--- src/rtl/fsm_seq_monitor_if.sv ---
// fsm_seq_monitor_if: sequencer sample/control inputs and monitor status outputs.
interface fsm_seq_monitor_if;
   logic [2:0] state_in;
   logic       enable;
   logic       clear_err;
   logic       fault;
   logic [1:0] err_code;
   logic [7:0] wrap_count;
   logic [1:0] mon_state;
   modport master (output state_in, enable, clear_err, input fault, err_code, wrap_count, mon_state);
   modport slave  (input state_in, enable, clear_err, output fault, err_code, wrap_count, mon_state);
endinterface

--- src/rtl/fsm_seq_monitor.sv ---
// fsm_seq_monitor: checks a 4-state sequencer for legal steps, range and stuck states,
// latches the first error code and counts completed laps.
module fsm_seq_monitor #(
   parameter int STUCK_MAX = 8,
   parameter int CNT_W     = 4
) (
   input logic clk,
   input logic rst_n,
   fsm_seq_monitor_if.slave mon
);
   localparam logic [1:0] S_IDLE  = 2'd0;
   localparam logic [1:0] S_SYNC  = 2'd1;
   localparam logic [1:0] S_RUN   = 2'd2;
   localparam logic [1:0] S_FAULT = 2'd3;
   logic [1:0]       r_state;
   logic [1:0]       r_prev;
   logic [CNT_W-1:0] r_hold;
   logic             r_fault;
   logic [1:0]       r_code;
   logic [7:0]       r_wrap;
   logic             w_oor;
   logic             w_eq;
   logic             w_nx;
   logic             w_stuck;
   logic             w_clr;
   logic [1:0]       w_succ;
   logic [1:0]       w_err;
   logic [1:0]       w_nstate;
   always_comb begin
      w_succ   = r_prev + 2'd1;
      w_oor    = mon.state_in[2];
      w_eq     = !w_oor && mon.state_in[1:0] == r_prev;
      w_nx     = !w_oor && mon.state_in[1:0] == w_succ;
      // hold_cnt counts repeats after the accepted sample, so the trip point is one short
      w_stuck  = w_eq && r_hold == CNT_W'(STUCK_MAX - 2);
      w_clr    = mon.clear_err && (r_state == S_IDLE || r_state == S_FAULT);
      w_err    = r_state == S_SYNC ? (w_oor ? 2'b10 : 2'b00) :
                 r_state != S_RUN  ? 2'b00 :
                 w_oor             ? 2'b10 :
                 !w_eq && !w_nx    ? 2'b01 :
                 w_stuck           ? 2'b11 : 2'b00;
      w_nstate = !mon.enable          ? S_IDLE :
                 r_state == S_IDLE    ? S_SYNC :
                 r_state == S_FAULT   ? (mon.clear_err ? S_SYNC : S_FAULT) :
                 w_err != 2'b00       ? S_FAULT :
                 S_RUN;
   end
   always_ff @(posedge clk or negedge rst_n) begin
      if (!rst_n) begin
         r_state <= S_IDLE;
         r_prev  <= 2'd0;
         r_hold  <= '0;
         r_fault <= 1'b0;
         r_code  <= 2'b00;
         r_wrap  <= 8'd0;
      end else begin
         r_state <= w_nstate;
         if (w_clr) begin
            r_fault <= 1'b0;
            r_code  <= 2'b00;
         end else if (mon.enable && w_err != 2'b00) begin
            r_fault <= 1'b1;
            if (!r_fault) r_code <= w_err;
         end
         if (mon.enable && r_state == S_SYNC && !w_oor) begin
            r_prev <= mon.state_in[1:0];
            r_hold <= '0;
         end
         if (mon.enable && r_state == S_RUN && w_err == 2'b00) begin
            if (w_eq) r_hold <= r_hold + 1'b1;
            else begin
               r_prev <= mon.state_in[1:0];
               r_hold <= '0;
               if (r_prev == 2'd3 && r_wrap != 8'hFF) r_wrap <= r_wrap + 8'd1;
            end
         end
      end
   end
   assign mon.fault      = r_fault;
   assign mon.err_code   = r_code;
   assign mon.wrap_count = r_wrap;
   assign mon.mon_state  = r_state;
endmodule

--- src/flat_wrapper.sv ---
// flat-port wrapper written by rule: the top's interface ports become plain ports
module fsm_seq_monitor_flat 
#(
   parameter int STUCK_MAX = 8,
   parameter int CNT_W     = 4
)
  (clk, rst_n, mon_state_in, mon_enable, mon_clear_err, mon_fault, mon_err_code, mon_wrap_count, mon_mon_state);
  fsm_seq_monitor_if mon_i ();
  input logic clk;
  input logic rst_n;
  input wire logic [$bits(mon_i.state_in)-1:0] mon_state_in;
  input wire logic [$bits(mon_i.enable)-1:0] mon_enable;
  input wire logic [$bits(mon_i.clear_err)-1:0] mon_clear_err;
  output wire logic [$bits(mon_i.fault)-1:0] mon_fault;
  output wire logic [$bits(mon_i.err_code)-1:0] mon_err_code;
  output wire logic [$bits(mon_i.wrap_count)-1:0] mon_wrap_count;
  output wire logic [$bits(mon_i.mon_state)-1:0] mon_mon_state;
  assign mon_i.state_in = mon_state_in;
  assign mon_i.enable = mon_enable;
  assign mon_i.clear_err = mon_clear_err;
  assign mon_fault = mon_i.fault;
  assign mon_err_code = mon_i.err_code;
  assign mon_wrap_count = mon_i.wrap_count;
  assign mon_mon_state = mon_i.mon_state;
  fsm_seq_monitor #(.STUCK_MAX(STUCK_MAX), .CNT_W(CNT_W)) u_core (.clk(clk), .rst_n(rst_n), .mon(mon_i));
endmodule
--- config.mk ---
export PLATFORM = sky130hd
export DESIGN_NAME = fsm_seq_monitor_flat
export DESIGN_NICKNAME = d
export VERILOG_FILES = /design/src/rtl/fsm_seq_monitor_if.sv /design/src/rtl/fsm_seq_monitor.sv /design/src/flat_wrapper.sv
export SDC_FILE = /design/constraint.sdc
export NUM_CORES = 1
export LEC_CHECK = 0
export CORE_AREA = 2 2 65 67
export CTS_CLUSTER_DIAMETER = 200
export DETAILED_ROUTE_END_ITERATION = 12
export DIE_AREA = 0 0 67 69
export GPL_TIMING_DRIVEN = 0
export HOLD_SLACK_MARGIN = 0.15
export SLEW_MARGIN = 20
export SYNTH_ARGS = -nofsm -noshare
export SYNTH_HDL_FRONTEND = slang
export SYNTH_SLANG_ARGS = --single-unit
--- constraint.sdc ---
create_clock -name clk -period 2.6 [get_ports clk]
set_input_delay 0.52 -clock clk [delete_from_list [all_inputs] [get_ports clk]]
set_output_delay 0.52 -clock clk [all_outputs]
set_load 0.01 [all_outputs]
* Word-level counts from Yosys, hierarchy flattened
Index checks and enable logic that the tools add are counted.
Cells by class: bitwise logic cells 1, multiplexer cells 22, eq/ne operators 10, reduce and logical (&&, ||, !) cells 22, add/sub/neg operators 3
Operator list (number):
- two-way mux 2 bit | 16
- two-way mux 4 bit | 3
- logical AND 1 bit | 11
- adder 8 x 1 -> 8 bit (second input constant) | 1
- != test 8 bit (second input constant) | 1
- equality test 2 bit (second input constant) | 3
- nonzero test 2 bit | 3
- adder 4 x 1 -> 4 bit (second input constant) | 1
- equality test 2 bit | 2
- equality test 4 x 3 -> 1 bit (second input constant) | 1
- logical NOT 2 bit | 2
- != test 2 bit (second input constant) | 2
- logical NOT 1 bit | 3
- two-way mux 1 bit | 3
- AND reduction 3 bit | 1
- adder 2 x 1 -> 2 bit (second input constant) | 1
- equality test 2 x 1 -> 1 bit (second input constant) | 1
- AND reduction 2 bit | 1
- logical OR 1 bit | 1
- NOT 1 bit | 1
Word-level totals: output and inout port bits 13, logic and storage cells 64, bits in registers 19, input port bits 7

* Longest topological paths before layout
Gate-level depths: netlist of run 1.
word-level depth 14, gate-level depth with buffers 7, mapped depth without buffers 7

* Worst setup path after synthesis of run 1
Ideal clock, no wire load.
path type reg-to-reg, start register u_core.r_prev[0], end register u_core.r_code[0] (netlist: u_core.mon.err_code[0]), arrival time 1.864 ns, required time 2.480 ns, period minus slack after synthesis 1.984 ns, setup time 0.120 ns, path slack 0.616 ns, buffers on the path 0, cell stages (with the launch flop) 7, path through dfrtp_1 > ha_1 > xnor2_1 > a21oi_4 > a21oi_2 > or4_4 > a31o_1
Between the ends: cells in the longest elaborated chain, start to end 13, elaborated cells on any way between the ends 21, those cells by class 1 x add/sub; 2 x eq/ne; 8 x mux; 10 x reduce/logical
Ends and longest elaborated chain:
- from (decl) | RTL line fsm_seq_monitor.sv:16 | logic [1:0] r_prev;
- from (signal assigned) | RTL line fsm_seq_monitor.sv:66 | r_prev <= mon.state_in[1:0];
- from (signal assigned) | RTL line fsm_seq_monitor.sv:72 | r_prev <= mon.state_in[1:0];
- adder 2 x 1 -> 2 bit | RTL line fsm_seq_monitor.sv:30 | w_succ = r_prev + 2'd1;
- equality test 2 bit | RTL line fsm_seq_monitor.sv:33 | w_nx = !w_oor && mon.state_in[1:0] == w_succ;
- logical AND 1 bit | RTL line fsm_seq_monitor.sv:33
- logical NOT 1 bit | RTL line fsm_seq_monitor.sv:40 | !w_eq && !w_nx ? 2'b01 :
- logical AND 1 bit | RTL line fsm_seq_monitor.sv:40
- two-way mux 2 bit * | RTL line fsm_seq_monitor.sv:40
- two-way mux 2 bit * | RTL line fsm_seq_monitor.sv:39 | w_oor ? 2'b10 :
- two-way mux 2 bit * | RTL line fsm_seq_monitor.sv:38 | r_state != S_RUN ? 2'b00 :
- two-way mux 2 bit * | RTL line fsm_seq_monitor.sv:37 | w_err = r_state == S_SYNC ? (w_oor ? 2'b10 : 2'b00) :
- nonzero test 2 bit | RTL line fsm_seq_monitor.sv:61 | end else if (mon.enable && w_err != 2'b00) begin
- logical AND 1 bit | RTL line fsm_seq_monitor.sv:61
- nonzero test 2 bit (no line)
- AND reduction 2 bit (no line)
- to (signal assigned) | RTL line fsm_seq_monitor.sv:63 | if (!r_fault) r_code <= w_err;
- to (decl) | RTL line fsm_seq_monitor.sv:19 | logic [1:0] r_code;
Mark *: on every way between the ends. The rest lies on a longest branch, timed or not. The select of a mux whose other input is x is not followed. A chain may end at the register's enable or synchronous reset.

* Worst setup path after layout of run 1
start input mon_state_in[0], end register u_core.r_wrap[1] (netlist: u_core.mon.wrap_count[1])
Between the ends: cells in the longest elaborated chain, start to end 11, elaborated cells on any way between the ends 17, those cells by class 2 x eq/ne; 5 x mux; 1 x bitwise; 9 x reduce/logical
Ends and longest elaborated chain:
- from (decl) | RTL line flat_wrapper.sv:11 | input wire logic [$bits(mon_i.state_in)-1:0] mon_state_in;
- equality test 2 bit, on equally long branches | RTL line fsm_seq_monitor.sv:32, fsm_seq_monitor.sv:33
- logical AND 1 bit, on equally long branches | RTL line fsm_seq_monitor.sv:32, fsm_seq_monitor.sv:33
- logical AND 1 bit / logical NOT 1 bit (equally long branches) | RTL line fsm_seq_monitor.sv:35, fsm_seq_monitor.sv:40
- two-way mux 2 bit / logical AND 1 bit (equally long branches) | RTL line fsm_seq_monitor.sv:41, fsm_seq_monitor.sv:40
- two-way mux 2 bit | RTL line fsm_seq_monitor.sv:40
- two-way mux 2 bit | RTL line fsm_seq_monitor.sv:39
- two-way mux 2 bit | RTL line fsm_seq_monitor.sv:38
- two-way mux 2 bit | RTL line fsm_seq_monitor.sv:37
- logical NOT 2 bit | RTL line fsm_seq_monitor.sv:69 | if (mon.enable && r_state == S_RUN && w_err == 2'b00) begin
- logical AND 1 bit | RTL line fsm_seq_monitor.sv:69
- AND reduction 3 bit (no line) *
- to (signal assigned) | RTL line fsm_seq_monitor.sv:74 | if (r_prev == 2'd3 && r_wrap != 8'hFF) r_wrap <= r_wrap + 8'd1;
- to (decl) | RTL line fsm_seq_monitor.sv:20 | logic [7:0] r_wrap;
Mark *: on every way between the ends. The rest lies on a longest branch, timed or not.

==> results of run 1 <==
power by group through the flow:
stage / sequential, uW / combinational, uW / clock, uW
6_report: 397 / 374 / 204
5_1_grt: 403 / 416 / 223
4_1_cts: 398 / 377 / 210
3_5_place_dp: 404 / 375 / 0
3_3_place_gp: 399 / 366 / 0
2_1_floorplan: 403 / 257 / 0
stage by stage:
stage | total power (uW) | setup WS [ns] | cells | util (%) | instance area [sq um]
6_report | 975 | 0.385 | 169 | 35.6 | 1390
5_1_grt | 1040 | 0.304 | 169 | 35.6 | 1390
4_1_cts | 985 | 0.380 | 169 | 35.6 | 1390
3_5_place_dp | 778 | 0.112 | 165 | 34.4 | 1350
3_3_place_gp | 765 | 0.118 | 165 | 34.4 | 1350
2_1_floorplan | 660 | 0.616 | 96 | - | 1090
final timing paths:
check / slack [ns] / cells past startpoint / end
min: 0.47 / 1 / u_core.r_hold[3]
max reg2reg: 0.50 / 6 / u_core.mon.err_code[0]
max: 0.39 / 5 / u_core.mon.wrap_count[1]
min reg2reg: 0.47 / 1 / u_core.r_hold[3]
max in group asynchronous: 1.31 / 1 / u_core.r_hold[3]
min in group asynchronous: 0.75 / 1 / u_core.mon.wrap_count[6]
area by class of cell:
class / instances / area (sq um) / area share, %
flip-flops and latches: 19 / 475 / 34.1
multi-input cells: 72 / 601 / 43.1
inverters: 5 / 18.8 / 1.35
clock buffers: 3 / 41.3 / 2.96
well taps: 50 / 62.6 / 4.49
clock inverters: 1 / 5.00 / 0.359
repair buffers: 19 / 190 / 13.6
critical path, cell delays in order:
cell and delay (ns):
clkdlybuf4s50_1 0.56, xor2_2 0.29, o211ai_2 0.18, a311oi_4 0.43, mux2_2 0.38
sequential cells by signal, indices dropped and copies added, names as in the netlist:
name	cells
u_core.r_prev	2
u_core.mon.mon_state	2
u_core.mon.err_code	2
u_core.r_hold	4
u_core.mon.wrap_count	8
u_core.mon.fault	1
cells in the final DEF, fill, tap and decap left out, types with 3 or more instances in the layout:
master            n
nand2_1           4
mux2_2            5
clkbuf_8          3
ha_1              8
inv_1             5
xnor2_1           7
nor2_1            5
nand2b_1          4
nand4_1           5
clkdlybuf4s50_1  19
dfrtp_1          19
o21ai_0           4
routing by layer:
layer / global-route usage (%) / part of all wire [%] / vias up / wire [um]
met5: 0 / 0 / - / 0
met4: 4.08 / 0.45 / 0 / 10
met3: 2.12 / 4.1 / 2 / 91
met2: 15.7 / 47 / 16 / 1030
met1: 13.2 / 49 / 377 / 1070
li1: - / - / 394 / -
cells by family (layout without fill, tap and decap cells):
kind of cell	after synthesis	count (layout)
multiplexers	6	6
XOR/XNOR	10	10
buffers and inverters	5	28
AND/OR/NAND/NOR	30	30
AO/OA/AOI/OAI	18	18
flip-flops	19	19
adder cells (fa/ha/maj)	8	8
==> reports/results.ini, run 1 <==
[run_status]
status=completed

[routing]
drt_first_iter_violations=18
wire_per_inst_um=13.0
vias=789
ant_nets=0
drcViolationCount=0
wl_mm=2.20
drtPass1Iterations=4
routed_via_density=4.67

[clock_network]
cts_tree=yes
clkLatencyLatePin_ns=0.25
clk_path_buf_depth=2
cts_buffers=3
htreeDepth=1
cts_root_buffer=clkbuf_8
holdBufCountCts=0
cts_setup_buffers=0
postCtsResizedCells=0
path_clk_slew_ns=0.07
cts_sinks=19

[hold_path]
hold_class=flop to flop
hp-start=u_core.r_hold[3]

[worst_setup_path]
cp-startpoint=mon_state_in[0]
r2r-start=u_core.r_prev[0]
critPathKind=input pin to flop
end_kind=flop
required_ns=2.74
cp_max_fo=6
cp.arrival_ns=2.36
startpoint_type=input pin

[final_layout]
area_growth_pct=27.3
nets=135
num_antenna_cells=0
layout-drive-gt1-share_pct=14.3
fill_cells=412

[grt]
first_global_vias=809
grt_usage_pct=10.0
grt_pass1_wl_mm=3.63
grt_overflow=0
antenna_found_initial=0
grt_max_degree=20

[sta]
slew_viol_final=0
max_freq_ghz=0.452
period_share_pct=85.2
hold_viol_final=0
fin_skew_ns=0.000887
rsz0062_at_grt=false
tightest_slew_ns=0.861
whs_ns=0.473
timing.setup.tns_ns=0
fin_crit_ns=2.21
relSlewSlack_pct=42.4
finalSetupViolations=0

[synth]
async_reset_ff_share_pct=100
ys_seq_area_share_pct=43.4
synth_top_area_share_pct=43.4
yosys.area_share.simple_pct=15.9
syn-num-nets=111
synth-adder-area-share_pct=9.14
synth-seq-cells=19
mappedNetlistArea_sq_um=1090
synth_mux_area_share_pct=6.06
synth_top_family_by_area=simple AND/OR/NAND/NOR gates
ys_top_cells_by_area=dfrtp_1 (43%), ha_1 (9.1%), xnor2_1 (5.6%)
synth_top_area_cell=dfrtp_1
yosysUniqueCellTypes=35
synth_most_common_cell=dfrtp_1
synthTopCellsByCount=dfrtp_1 (19), ha_1 (8), xnor2_1 (7)
synth_compound_area_share_pct=15.1
synth_edf_count=0
synth_cells=96
ys_warn_count=0
syn_avg_cell_area_sq_um=11.4
synth-main-ff-cell=dfrtp_1
synth_xor_area_share_pct=8.69

[floorplan]
core-area_sq_um=3910
initial_core_util_pct=28.0
row_count=23
io_pins=20
dieArea_sq_um=4620
die_y_um=69
die_w_um=67

[power_and_ir_drop]
p_seq_share_pct=40.7
leakagePower_uw=0.000591
p_sw_share_pct=36.2
pwr-share-clk_pct=20.9
switching_power_uw=353
power.density_nw_per_um2=699
pwr-share-comb_pct=38.4
p_int_uw=622
vdd_drop_max_mv=0.237

[placed_design]
gp_congestion=0.800
io_buffers=19
place_hpwl_mm=1.69

[job]
maxCapViolations=0

Note: power is estimated with default switching activity, not from simulation.
==> run 2, diff against run 1 <==
Settings changed: GPL_TIMING_DRIVEN 0 to default, TNS_END_PERCENT from default to 10.
Clock period 2.6 ns to 2.25 ns, I/O delays scaled along.
==> run 2 against run 1 <==
Compared with the run above: routed wire length is 5.1% higher; worst hold slack better by 0.0011 ns; cell count is 4.1% higher; power is 20% higher; sequential share of layout area is 1.3 points lower; clock power is 19% higher; via count is 6.7% higher; count of clock-buffer cells in the layout stayed put; cell area is 3.9% higher; critical endpoint is now u_core.mon.err_code[0]; critical path type is now flop to flop; die area stayed put.
==> reports/results.ini, run 2 (synthesized netlist as in run 1, its figures left out) <==
[clock_network]
cts_tree=yes
path_clk_slew_ns=0.08  ; about the same
clkLatencyLatePin_ns=0.25  ; about the same
clk_path_buf_depth=2  ; unchanged
postCtsResizedCells=0  ; unchanged
cts_sinks=19  ; unchanged
htreeDepth=1  ; unchanged
cts_buffers=3  ; unchanged
cts_root_buffer=clkbuf_8
holdBufCountCts=0  ; unchanged
cts_setup_buffers=0  ; unchanged

[final_layout]
num_antenna_cells=0  ; unchanged
largest_reg_flops=8  ; unchanged
final_cell_mix=clkdlybuf4s50_1 (19), dfrtp_1 (19), ha_1 (8)
nets=142  ; +5.2%
layout-drive-gt1-share_pct=19.0  ; +4.8 points
area_growth_pct=32.3
fill_cells=410  ; -0.49%

[routing]
routed_via_density=4.78  ; +2.5%
drtPass1Iterations=4  ; unchanged
wl_mm=2.31  ; +5.1%
wire_per_inst_um=13.1  ; +0.91%
drt_first_iter_violations=35  ; +17
vias=842  ; +6.7%
drcViolationCount=0  ; unchanged
ant_nets=0  ; unchanged

[worst_setup_path]
critPathKind=flop to flop
r2r_cells=6  ; unchanged
slowest_stage=dfrtp_1
startpoint_type=flop
r2r_end=u_core.mon.err_code[0]
cp_num_buf_inv=0  ; -1
cp.arrival_ns=2.25  ; -0.11 ns
worstPathCellList=ha_1, xnor2_1, a21oi_4, a21oi_2, or4_4, a31o_1
end_kind=flop
r2r-start=u_core.r_prev[0]
required_ns=2.40  ; -0.34 ns
critical_path.top_delay_family=compound AO/OA/AOI/OAI gates
r2r_setup_slack_ns=0.15  ; -0.35 ns
critPathMaxStageDelay_ns=0.45  ; -0.11 ns
cp_max_fo=5  ; -1

[sta]
tightest_slew_ns=0.448  ; -0.413 ns
relSlewSlack_pct=70.1  ; +28 points
rsz0062_at_grt=false
finalSetupViolations=0  ; unchanged
hold_viol_final=0  ; unchanged
period_share_pct=93.5
fin_skew_ns=0.00268  ; +0.00180 ns
timing.setup.tns_ns=0  ; unchanged
whs_ns=0.475  ; +0.00106 ns
timing.final.ws_setup_ns=0.145  ; -0.240 ns
fin_crit_ns=2.10
slew_viol_final=0  ; unchanged
max_freq_ghz=0.475

[job]
maxCapViolations=0  ; unchanged

[hold_path]
min_path_cells=1  ; unchanged
hold_class=flop to flop
hp-start=u_core.r_hold[3]
worstHoldEndpoint=u_core.r_hold[3]

[floorplan]
dieArea_sq_um=4620  ; unchanged
io_pins=20  ; unchanged
row_count=23  ; unchanged
die_w_um=67  ; unchanged
core-area_sq_um=3910  ; unchanged
initial_core_util_pct=28.0  ; unchanged
die_y_um=69  ; unchanged

[placed_design]
io_buffers=19  ; unchanged
place_hpwl_mm=1.77  ; +4.6%
dp_slack_ns=-0.117  ; -0.229 ns
gp_congestion=0.813  ; +1.6%

[grt]
grt_max_degree=20  ; unchanged
first_global_vias=910  ; +12%
grt_overflow=0  ; unchanged
grt_pass1_wl_mm=4.07  ; +12%
grt_usage_pct=11.1  ; +1.1 points
antenna_found_initial=0  ; unchanged

[power_and_ir_drop]
vdd_drop_max_mv=0.325  ; +37%
leakagePower_uw=0.000622  ; +5.3%
power.density_nw_per_um2=809  ; +16%

[run_status]
status=completed

run 2: cell count changes in the layout (fill, tap and decap cells not counted):
cell and change:
buf_4 +7, clkinv_2 -1, clkinvlp_4 +1
run 2: worst max-delay path by stage:
stage,from,end,depth (start not counted)
after floorplan,u_core.r_prev[0],u_core.mon.err_code[0],6
after global placement,mon_state_in[1],u_core.mon.err_code[0],6
after detailed placement,mon_state_in[0],u_core.mon.wrap_count[3],7
after CTS,mon_state_in[0],u_core.mon.wrap_count[3],7
after global routing,u_core.r_prev[0],u_core.mon.wrap_count[3],7
final,u_core.r_prev[0],u_core.mon.err_code[0],6
run 2: layer usage:
| metal | up-vias | global-route usage (%) | part of all wire (%) |
|---|---|---|---|
| met1 | 417 | 15.3 | 48 |
| li1 | 407 | - | - |
| met2 | 16 | 17.7 | 47 |
| met5 | - | 0 | 0 |
| met3 | 2 | 2.28 | 4.3 |
| met4 | 0 | 2.72 | 0.52 |
run 2: area by class of cell:
class                           count  area, sq um  area share (%)
Inverter                            5         18.8            1.30
Tap cell                           50         62.6            4.32
Timing Repair Buffer               26          243            16.8
Multi-Input combinational cell     72          601            41.5
Sequential cell                    19          475            32.8
Clock buffer                        3         41.3            2.85
Clock inverter                      1         7.51           0.518
run 2: stage by stage:
stage / utilization (%) / cell area, sq um / total power, uW / instances
floorplan: - / 1090 / 762 / 96
global placement: 35.8 / 1400 / 921 / 172
detailed placement: 35.8 / 1400 / 934 / 172
CTS: 37.0 / 1450 / 1180 / 176
global route: 37.0 / 1450 / 1260 / 176
finish: 37.0 / 1450 / 1170 / 176
run 2: report_power, final:
group	switching, uW	internal [uW]
combinational	239	230
clock	119	125
sequential	67.3	393
total	425	747
run 2: worst register-to-register path, stage by stage, from the launching register on:
cell     delay [ns]
dfrtp_1        0.45
ha_1           0.33
xnor2_1        0.18
a21oi_4        0.27
a21oi_2        0.10
or4_4          0.43
a31o_1         0.23
